File: src/rtl/v850_pkg.sv
// Shared MEM-stage types for the V850 pipeline: operation codes, FSM states
// and lane/alignment helpers used by memory_access_unit and load_aligner.
package v850_pkg;

   typedef enum logic [3:0] {
      MEM_NONE  = 4'd0,
      MEM_LD_B  = 4'd1,
      MEM_LD_BU = 4'd2,
      MEM_LD_H  = 4'd3,
      MEM_LD_HU = 4'd4,
      MEM_LD_W  = 4'd5,
      MEM_ST_B  = 4'd6,
      MEM_ST_H  = 4'd7,
      MEM_ST_W  = 4'd8
   } mem_op_t;

   typedef enum logic [1:0] {
      ST_IDLE = 2'd0,
      ST_BUS  = 2'd1,
      ST_RESP = 2'd2
   } mem_state_t;

   // Unused codes 9-15 collapse to a plain pass-through.
   function automatic mem_op_t decode_op(input logic [3:0] code);
      if (code > 4'd8) return MEM_NONE;
      return mem_op_t'(code);
   endfunction

   function automatic logic is_store(input mem_op_t op);
      return (op == MEM_ST_B) || (op == MEM_ST_H) || (op == MEM_ST_W);
   endfunction

   function automatic logic is_load(input mem_op_t op);
      return (op == MEM_LD_B) || (op == MEM_LD_BU) || (op == MEM_LD_H) ||
             (op == MEM_LD_HU) || (op == MEM_LD_W);
   endfunction

   function automatic logic misaligned(input mem_op_t op, input logic [1:0] addr);
      case (op)
         MEM_LD_H, MEM_LD_HU, MEM_ST_H: return addr[0];
         MEM_LD_W, MEM_ST_W:            return |addr;
         default:                       return 1'b0;
      endcase
   endfunction

   function automatic logic [3:0] byte_enable(input mem_op_t op, input logic [1:0] addr);
      case (op)
         MEM_LD_B, MEM_LD_BU, MEM_ST_B: return 4'b0001 << addr;
         MEM_LD_H, MEM_LD_HU, MEM_ST_H: return 4'b0011 << {addr[1], 1'b0};
         MEM_LD_W, MEM_ST_W:            return 4'b1111;
         default:                       return 4'b0000;
      endcase
   endfunction

   // Stores replicate the datum across every lane so the byte enables pick it.
   function automatic logic [31:0] store_data(input mem_op_t op, input logic [31:0] data);
      case (op)
         MEM_ST_B: return {4{data[7:0]}};
         MEM_ST_H: return {2{data[15:0]}};
         MEM_ST_W: return data;
         default:  return 32'd0;
      endcase
   endfunction

endpackage

File: src/rtl/load_aligner.sv
// Combinational load-data aligner: shifts the addressed lane down and
// sign- or zero-extends it according to the load width.
module load_aligner
   import v850_pkg::*;
(
   input  logic [31:0] rdata,
   input  logic [1:0]  addr,
   input  mem_op_t     op,
   output logic [31:0] load_data
);

   logic [31:0] lane;

   always_comb begin
      lane = rdata >> {addr, 3'b000};
      case (op)
         MEM_LD_B:  load_data = {{24{lane[7]}}, lane[7:0]};
         MEM_LD_BU: load_data = {24'd0, lane[7:0]};
         MEM_LD_H:  load_data = {{16{lane[15]}}, lane[15:0]};
         MEM_LD_HU: load_data = {16'd0, lane[15:0]};
         default:   load_data = lane;
      endcase
   end

endmodule

File: src/rtl/memory_access_unit.sv
// V850 MEM stage: single-outstanding req/ack bus access for loads/stores and
// 1-cycle pass-through of non-memory results. Optional MEM_TIMEOUT_EN adds
// an ack timeout with a timeout_o pulse.
module memory_access_unit
   import v850_pkg::*;
#(
   parameter int ADDR_W         = 32,
   parameter int TIMEOUT_CYCLES = 255
) (
   input  logic              clk,
   input  logic              rst,
   input  logic              valid_i,
   output logic              ready_o,
   input  logic [3:0]        mem_op_i,
   input  logic [31:0]       result_i,
   input  logic [31:0]       result2_i,
   input  logic [4:0]        destination_i,
   input  logic [4:0]        destination2_i,
   input  logic [ADDR_W-1:0] memory_address_i,
   output logic              bus_req_o,
   output logic              bus_we_o,
   output logic [ADDR_W-1:0] bus_addr_o,
   output logic [3:0]        bus_be_o,
   output logic [31:0]       bus_wdata_o,
   input  logic [31:0]       bus_rdata_i,
   input  logic              bus_ack_i,
   output logic              wb_valid_o,
   output logic [4:0]        wb_dest_o,
   output logic [31:0]       wb_data_o,
   output logic [4:0]        wb_dest2_o,
   output logic [31:0]       wb_data2_o,
   output logic              misalign_o
`ifdef MEM_TIMEOUT_EN
   ,
   output logic              timeout_o
`endif
);

   mem_state_t        state_q, state_d;
   mem_op_t           op_in;
   logic              accept, in_mem, in_misalign, timeout_hit;

   mem_op_t           op_p0;
   logic [ADDR_W-1:0] addr_p0;
   logic [31:0]       res_p0;
   logic [4:0]        dest_p0;

   logic [31:0]       load_data;
   logic [4:0]        wb_dest_d, wb_dest2_d;
   logic [31:0]       wb_data_d, wb_data2_d;
   logic              misalign_d;

   assign op_in       = decode_op(mem_op_i);
   assign accept      = valid_i & ready_o;
   assign in_mem      = (op_in != MEM_NONE);
   assign in_misalign = misaligned(op_in, memory_address_i[1:0]);

   // Stage p0: EX outputs captured on accept; only control is reset.
   always_ff @(posedge clk) begin
      if (accept) begin
         op_p0   <= op_in;
         addr_p0 <= memory_address_i;
         res_p0  <= result_i;
         dest_p0 <= destination_i;
      end
   end

`ifdef MEM_TIMEOUT_EN
   logic [7:0] to_cnt_q;
   logic       timeout_d;

   always_ff @(posedge clk) begin
      if (rst || state_q != ST_BUS) to_cnt_q <= 8'd0;
      else if (!bus_ack_i)          to_cnt_q <= to_cnt_q + 8'd1;
   end

   // Fires on the BUS cycle whose unacked increment would reach the limit.
   assign timeout_hit = (state_q == ST_BUS) && !bus_ack_i &&
                        (to_cnt_q == 8'(TIMEOUT_CYCLES - 1));
`else
   assign timeout_hit = 1'b0;
`endif

   always_ff @(posedge clk) begin
      if (rst) state_q <= ST_IDLE;
      else     state_q <= state_d;
   end

   always_comb begin
      state_d = state_q;
      case (state_q)
         ST_IDLE: if (accept) state_d = (in_mem && !in_misalign) ? ST_BUS : ST_RESP;
         ST_BUS:  if (bus_ack_i || timeout_hit) state_d = ST_RESP;
         ST_RESP: state_d = ST_IDLE;
         default: state_d = ST_IDLE;
      endcase
   end

   always_comb begin
      ready_o     = (state_q == ST_IDLE);
      bus_req_o   = (state_q == ST_BUS);
      bus_we_o    = bus_req_o & is_store(op_p0);
      bus_addr_o  = '0;
      bus_be_o    = 4'd0;
      bus_wdata_o = 32'd0;
      if (bus_req_o) begin
         bus_addr_o  = {addr_p0[ADDR_W-1:2], 2'b00};
         bus_be_o    = byte_enable(op_p0, addr_p0[1:0]);
         bus_wdata_o = store_data(op_p0, res_p0);
      end
   end

   load_aligner u_load_aligner (
      .rdata     (bus_rdata_i),
      .addr      (addr_p0[1:0]),
      .op        (op_p0),
      .load_data (load_data)
   );

   always_comb begin
      wb_dest_d  = 5'd0;
      wb_data_d  = 32'd0;
      wb_dest2_d = 5'd0;
      wb_data2_d = 32'd0;
      misalign_d = 1'b0;
`ifdef MEM_TIMEOUT_EN
      timeout_d  = 1'b0;
`endif
      if (state_q == ST_IDLE && accept) begin
         if (!in_mem) begin
            wb_dest_d  = destination_i;
            wb_data_d  = result_i;
            wb_dest2_d = destination2_i;
            wb_data2_d = result2_i;
         end else if (in_misalign) begin
            misalign_d = 1'b1;
         end
      end else if (state_q == ST_BUS) begin
         if (bus_ack_i) begin
            if (is_load(op_p0)) begin
               wb_dest_d = dest_p0;
               wb_data_d = load_data;
            end
         end else if (timeout_hit) begin
`ifdef MEM_TIMEOUT_EN
            timeout_d = 1'b1;
`endif
         end
      end
   end

   // Stage p1: writeback registers, zero except during the response pulse.
   always_ff @(posedge clk) begin
      if (rst) begin
         wb_valid_o <= 1'b0;
         wb_dest_o  <= 5'd0;
         wb_data_o  <= 32'd0;
         wb_dest2_o <= 5'd0;
         wb_data2_o <= 32'd0;
         misalign_o <= 1'b0;
      end else begin
         wb_valid_o <= (state_d == ST_RESP);
         wb_dest_o  <= wb_dest_d;
         wb_data_o  <= wb_data_d;
         wb_dest2_o <= wb_dest2_d;
         wb_data2_o <= wb_data2_d;
         misalign_o <= misalign_d;
      end
   end

`ifdef MEM_TIMEOUT_EN
   always_ff @(posedge clk) begin
      if (rst) timeout_o <= 1'b0;
      else     timeout_o <= timeout_d;
   end
`endif

endmodule

File: config.mk
export PLATFORM = sky130hd
export DESIGN_NAME = memory_access_unit
export DESIGN_NICKNAME = d
export VERILOG_FILES = /design/src/rtl/v850_pkg.sv /design/src/rtl/load_aligner.sv /design/src/rtl/memory_access_unit.sv
export SDC_FILE = /design/constraint.sdc
export NUM_CORES = 1
export LEC_CHECK = 0
export BUFFER_PORTS_ARGS = -buffer_cell sky130_fd_sc_hd__buf_2
export CAP_MARGIN = 20
export CORE_MARGIN = 2
export CORE_UTILIZATION = 42
export CTS_CLUSTER_SIZE = 14
export DETAILED_ROUTE_END_ITERATION = 8
export PLACE_DENSITY = 0.77
export SLEW_MARGIN = 25
export SYNTH_ARGS = -nofsm -noshare
export SYNTH_HDL_FRONTEND = slang
export SYNTH_SLANG_ARGS = --single-unit
File: constraint.sdc
create_clock -name clk -period 2.47 [get_ports clk]
set_clock_uncertainty 0.05 [all_clocks]
set_input_delay 0.247 -clock clk [delete_from_list [all_inputs] [get_ports clk]]
set_output_delay 0.247 -clock clk [all_outputs]
set_load 0.02 [all_outputs]
==> results of run 1 <==
## final cells by class
class / instances / area (um2) / area share
multi-input cells: 349 / 2190 / 0.232
inverters: 4 / 18.8 / 0.00199
repair buffers: 407 / 2610 / 0.277
clock inverters: 8 / 76.3 / 0.00810
diodes: 1 / 2.50 / 0.000265
well taps: 184 / 230 / 0.0244
clock buffers: 24 / 548 / 0.0581
flip-flops and latches: 151 / 3750 / 0.398
## worst reg2reg max path, stage by stage, from the launching register on
cell and delay (ns):
edfxtp_1 0.45, buf_4 0.20, buf_4 0.24, nor2b_1 0.21, a311oi_2 0.15, a2111oi_4 0.55, a22o_1 0.21
## Yosys cell counts (all sizes together) (8+ instances only)
cell,instances
nand2,63
nor2b,14
mux2i,17
a21oi,40
and2,76
a22o,14
clkbuf,15
o21ai,35
mux2,9
edfxtp,73
nor2,21
a22oi,8
buf,23
dfxtp,78
## final timing paths
| check | startpoint | endpoint | slack [ns] | cells after the start |
|---|---|---|---|---|
| worst max-delay path | op_p0[3] | bus_be_o[1] | 0.12 | 4 |
| worst min register to register | dest_p0[1] | wb_dest_o[1] | 0.41 | 1 |
| worst max register to register | addr_p0[0] | wb_data_o[23] | 0.36 | 6 |
| worst min-delay path | result_i[23] | res_p0[23] | 0.02 | 1 |
## power by group
| part | switching (mW) | leakage, nW | internal, mW |
|---|---|---|---|
| sequential | 0.0646 | 1.34 | 2.79 |
| combinational | 0.506 | 2.65 | 0.416 |
| clock | 0.992 | 0.310 | 1.66 |
| total | 1.56 | 4.30 | 4.87 |
## cells in the final DEF, fill, tap and decap left out, types with 2 or more instances in the layout
cell / Yosys / final
a21oi_1: 40 / 39
inv_1: 4 / 3
conb_1: 1 / 2
buf_4: 4 / 18
clkinvlp_4: 0 / 2
edfxtp_1: 73 / 73
a32o_1: 7 / 7
and2_1: 76 / 76
mux2_2: 8 / 8
mux2i_1: 17 / 17
buf_2: 13 / 289
dfxtp_1: 78 / 78
a211oi_1: 3 / 3
o21ai_1: 10 / 10
dlygate4sd3_1: 0 / 97
or3b_2: 3 / 3
nand3b_1: 3 / 3
nor4b_1: 2 / 2
clkbuf_16: 0 / 21
nand2b_1: 3 / 3
nand2_1: 63 / 63
or3_1: 2 / 2
o31ai_1: 2 / 2
nor2_1: 21 / 20
xnor2_1: 2 / 2
a22o_1: 14 / 14
buf_12: 0 / 2
o21ai_0: 25 / 25
nor2b_1: 14 / 14
a22oi_1: 8 / 8
a211o_1: 7 / 7
clkinv_2: 0 / 3
## registers in the layout, indices dropped and copies added, names as in the netlist, 4 cells and up
signal and count:
dest_p0 5, wb_data_o 32, addr_p0 32, wb_dest2_o 5
op_p0 4, wb_data2_o 32, res_p0 32, wb_dest_o 5
## timing repair
item                                    in CTS  in global routing
endpoints found under the hold margin      102                  1
setup buffers                                3                  6
pin swaps                                    0                  2
hold buffers                                96                  1
endpoints found under the setup margin      34                 34
resized for setup                            2                  5
## cell families (layout without fill, tap and decap cells)
logic type | after synthesis | after routing | share of synthesized area
simple gates | 195 | 195 | 0.171
mux | 26 | 26 | 0.0450
xor+xnor | 2 | 2 | 0.00287
buf+inv | 42 | 443 | 0.0321
flops | 151 | 151 | 0.614
other cells | 1 | 3 | 0.000614
compound gates | 124 | 124 | 0.134
## layer usage
metal  track usage  vias to the layer above  routed length [um]
li1              -                     2682                   -
met1         0.284                     2606                7640
met2         0.428                      272                9770
met3        0.0889                       48                1690
met4         0.117                        8                 687
met5             0                        -                  52
==> metrics.md, run 1 <==
| Metric | Value |
|---|---|
| Outcome | `completed` |
| GPL Wtd Cong | `roughly 0.89` |
| Max Slew Vio Count | `0` |
| HP Class | `in2reg` |
| Clock Pin Slew Worst Setup and Hold Paths | `roughly 0.060 ns` |
| Layout cell share with drive strength beyond 1 | `0.386` |
| Final Setup Violations | `0` |
| Final cell count without fillers | `~1,100` |
| Vias in the first global route | `roughly 5,600` |
| Final Hold Viols | `0` |
| Starting Density | `0.425` |
| DRC viols | `0` |
| Min Hold Slack | `about 0.019 ns` |
| Max cap viols | `0` |
| Row cnt | `44` |
| Dpl hpwl | `13,600 um` |
| GRT Util Overall | `0.252` |
| Post-synthesis instance area | `0.00611 mm2` |
| Place WS | `roughly 0.33 ns` |
| Worst Tran Pin Value | `about 0.57 ns` |
| Crit. End Element | `output port` |
| DR pass1 iterations | `4` |
| Die width | `roughly 120 um` |
| Sequential element share of the synthesized area | `0.614` |
| Final Cycle Share | `0.952` |
| CP Class | `reg2out` |
| Ports | `293` |
| Largest cells by area after synthesis | `edfxtp_1, dfxtp_1, and2_1, nand2_1, a21oi_1` |
| Antenna-violating nets left | `0` |
| Syn avg cell area | `about 11 um2` |
| DIE AREA | `0.0155 mm2` |
| Final instance area | `0.00943 mm2` |
| Nets | `~1,100` |
| Leak | `roughly 4.3 nW` |
| Min Tclk post-route | `approximately 2.4 ns` |
| CP delay by family, top | `flip-flops` |
| CP Launch Type | `flop` |
| Syn Inst Count | `roughly 540` |
| Initial antenna violation count | `5` |
| Setup ws final | `around 0.12 ns` |
| Max FO, Critical Path | `12` |
| Final setup TNS | `0 ns` |
| Drt initial violations | `a little under 400` |
| EDFF count, synth | `73` |
| Via/cell ratio | `approximately 5` |
| Final Total Pwr | `roughly 6.4 mW` |
| Ys async rst share | `0` |
| Maximum clock path buffer count | `2` |
| WL/cell | `approximately 18 um` |
| Max IR drop VDD | `around 0.55 mV` |
| Placed insts | `approximately 1,000` |
| Arrival time worst endpoint | `2.06 ns` |
| Area grow syn2layout | `54.2%` |
| Critical path's largest stage delay | `~0.5 ns` |
| Seq cells post-synth | `approximately 150` |
| Fill count | `1,103` |
| Max-slew headroom | `0.621` |
| Largest net degree at the start of global routing | `75` |
| Placement Cell Area | `roughly 0.0077 mm2` |
| Total core area | `between 0.01 and 0.015 mm2` |
| CTS root buf | `clkbuf_16` |
| Netlist cell types | `46` |
| Warnings, synthesis | `0` |
| Layout Utilization | `0.656` |
| DR vias | `5,616` |
| Power Dens Cells | `roughly 700 mW/mm2` |
| CTS Sinks | `between 150 and 200` |
| Remaining Overflow, GRT | `0` |
| Crit path cell chain | `or3b_2 -> a21o_1 -> a21oi_1 -> buf_2` |
| CTS tree | `yes` |
| Chip Height | `125 um` |
| Htree depth | `4` |
| Top_reg_cell synth | `dfxtp_1` |
| Routed Wire Length | `between 15,000 and 20,000 um` |
| Top cell type's share of synthesized area | `0.359` |
| I/O Buffers | `just under 300` |
| Clock Latency Late Sink | `0.41 ns` |
| Total CTS buffers | `17` |
| Bufs and invs on worst path | `1` |
| First-pass GRT wire length | `between 30,000 and 40,000 um` |
| Worst path required time | `around 2.2 ns` |
| Area leader, netlist | `edfxtp_1` |
| Critical path's slowest cell | `edfxtp_1` |
| Highest Clock Rate | `approximately 430 MHz` |
Power figures use the tool's default switching activity.
==> run 2: changes to the inputs <==
--- a/config.mk
+++ b/config.mk
@@ -7,7 +7,6 @@
 export LEC_CHECK = 0
 export BUFFER_PORTS_ARGS = -buffer_cell sky130_fd_sc_hd__buf_2
 export CAP_MARGIN = 20
-export CORE_MARGIN = 2
 export CORE_UTILIZATION = 42
 export CTS_CLUSTER_SIZE = 14
 export DETAILED_ROUTE_END_ITERATION = 8
==> run 2 against run 1 <==
Combinational power up 0.9%. Critical path type unchanged. Critical path depth rose by 3. Sequential power hardly changed. Critical endpoint is now bus_wdata_o[19]. Non-clock buffer count grew 2.
==> metrics.md, run 2 (synthesis gave the netlist of run 1 again) <==
| Metric | Value |
|---|---|
| Outcome | `completed` |
| First-pass GRT wire length | `between 20,000 and 30,000 um` |
| Setup ws final | `~0.1 ns` |
| Starting Density | `0.435` |
| Layout cell share with drive strength beyond 1 | `0.383` |
| DR pass1 iterations | `6` |
| Min Tclk post-route | `2.37 ns` |
| Via/cell ratio | `around 5.0` |
| Placement Cell Area | `between 0.007 and 0.008 mm2` |
| Total core area | `0.0140 mm2` |
| Worst r2r src | `addr_p0[1]` |
| CP Class | `reg2out` |
| Clock Latency Late Sink | `0.41 ns` |
| Largest net degree at the start of global routing | `75` |
| Final Setup Violations | `0` |
| Max-slew headroom | `0.626` |
| Layout Utilization | `0.668` |
| Placed insts | `987` |
| Most frequent cells in the layout | `buf_2, dlygate4sd3_1, dfxtp_1` |
| Launch point of the worst path | `op_p0[2]` |
| Max IR drop VDD | `roughly 0.54 mV` |
| Place WS | `~0.2 ns` |
| Max cap viols | `0` |
| CTS tree | `yes` |
| Initial antenna violation count | `4` |
| Most common cell after layout, fill and taps aside | `buf_2` |
| Final Hold Viols | `0` |
| Hold path cells | `2` |
| DR vias | `~5,600` |
| Maximum clock path buffer count | `2` |
| Highest Clock Rate | `about 420 MHz` |
| Drt initial violations | `approximately 350` |
| M1 GR Usage | `0.299` |
| Power Dens Cells | `~670 mW/mm2` |
| WL/cell | `~18 um` |
| Worst reg-to-reg path cell count | `6` |
| Htree depth | `4` |
| Worst Hold Path EP | `wb_data2_o[4]` |
| GRT Util Overall | `0.271` |
| CTS Sinks | `between 150 and 200` |
| Dpl hpwl | `13,900 um` |
| Max FO, Critical Path | `24` |
| GPL Wtd Cong | `0.862` |
| DIE AREA | `approximately 0.015 mm2` |
| I/O Buffers | `290` |
| M3 GR Usage | `0.0962` |
| Worst path required time | `between 2 and 2.5 ns` |
| R2r endpoint | `wb_data_o[11]` |
| CTS root buf | `clkbuf_16` |
| Final instance area | `0.00938 mm2` |
| Vias in the first global route | `~5,600` |
| DRC viols | `0` |
| Worst Tran Pin Value | `0.562 ns` |
| HP Class | `in2reg` |
| Routed Wire Length | `20,200 um` |
| R2R setup slack | `around 0.41 ns` |
| Final Cycle Share | `0.959` |
| Clock Pin Slew Worst Setup and Hold Paths | `~0.060 ns` |
| Total CTS buffers | `17` |
| Die width | `between 100 and 150 um` |
| Arrival time worst endpoint | `roughly 2.1 ns` |
| Nets | `around 1,100` |
| Most used routing layer | `met2` |
| Hold Path Origin | `result2_i[4]` |
| Max Slew Vio Count | `0` |
| Crit. End Element | `output port` |
| Antenna-violating nets left | `0` |
| GR Util met2 | `0.466` |
| Final setup TNS | `0 ns` |
| Final cell count without fillers | `~1,100` |
| CP Launch Type | `flop` |
| Remaining Overflow, GRT | `0` |
| Ports | `293` |
| RSZ-0062 raised after global routing | `false` |
| Row cnt | `43` |
| Leak | `4.26 nW` |
| Chip Height | `approximately 120 um` |
| Area grow syn2layout | `53.5%` |
[run 2: power breakdown]
group	internal, mW	total (mW)	switching, mW
logic	0.419	0.930	0.511
clock network	1.45	2.46	1.01
registers	2.79	2.86	0.0648
total	4.66	6.25	1.59
[run 2: critical path: stages (launching register included)]
cell and delay, ns:
edfxtp_1 0.40, buf_4 0.18, nor3_4 0.21, and2_1 0.22, buf_8 0.20, a22oi_1 0.11, nor2_1 0.16, buf_2 0.19
[run 2: stage by stage]
step	hold WS (ns)	power [mW]
floorplan	0.270	3.34
global placement	0.375	3.67
finish	0.0170	6.25
detailed placement	0.375	3.68
CTS	0.00250	6.24
global route	0.00526	6.47
[run 2: worst max-delay path by stage]
stage	slack [ns]	cells past startpoint	end
2_1_floorplan	0.27	5	state_q[1]
5_1_grt	0.0004	7	bus_wdata_o[12]
3_5_place_dp	0.20	6	bus_wdata_o[5]
6_report	0.10	7	bus_wdata_o[19]
4_1_cts	0.02	6	bus_wdata_o[30]
3_3_place_gp	0.33	6	bus_wdata_o[5]
[run 2: area by class of cell]
cell class              instances  area (um2)
well taps                     180         225
repair buffers                409        2630
clock inverters                10        93.8
multi-input cells             349        2190
diodes                          4        10.0
fillers                      1054        4660
flip-flops and latches        151        3750
inverters                       4        18.8
clock buffers                  22         464
[run 2: routing by layer]
| layer | share of wire | routed length, um |
|---|---|---|
| met1 | 0.38 | 7730 |
| met4 | 0.030 | 615 |
| met5 | 0.00084 | 17 |
| met3 | 0.089 | 1810 |
| met2 | 0.50 | 10100 |
[run 2: repair_timing]
action | in CTS | in global routing
hold endpoints to repair | 100 | 2
gates cloned | 0 | 0
hold buffers | 97 | 2
pin swaps | 0 | 1
gates resized for setup | 1 | 6
buffers inserted | 2 | 5
endpoints found under the setup margin | 26 | 32
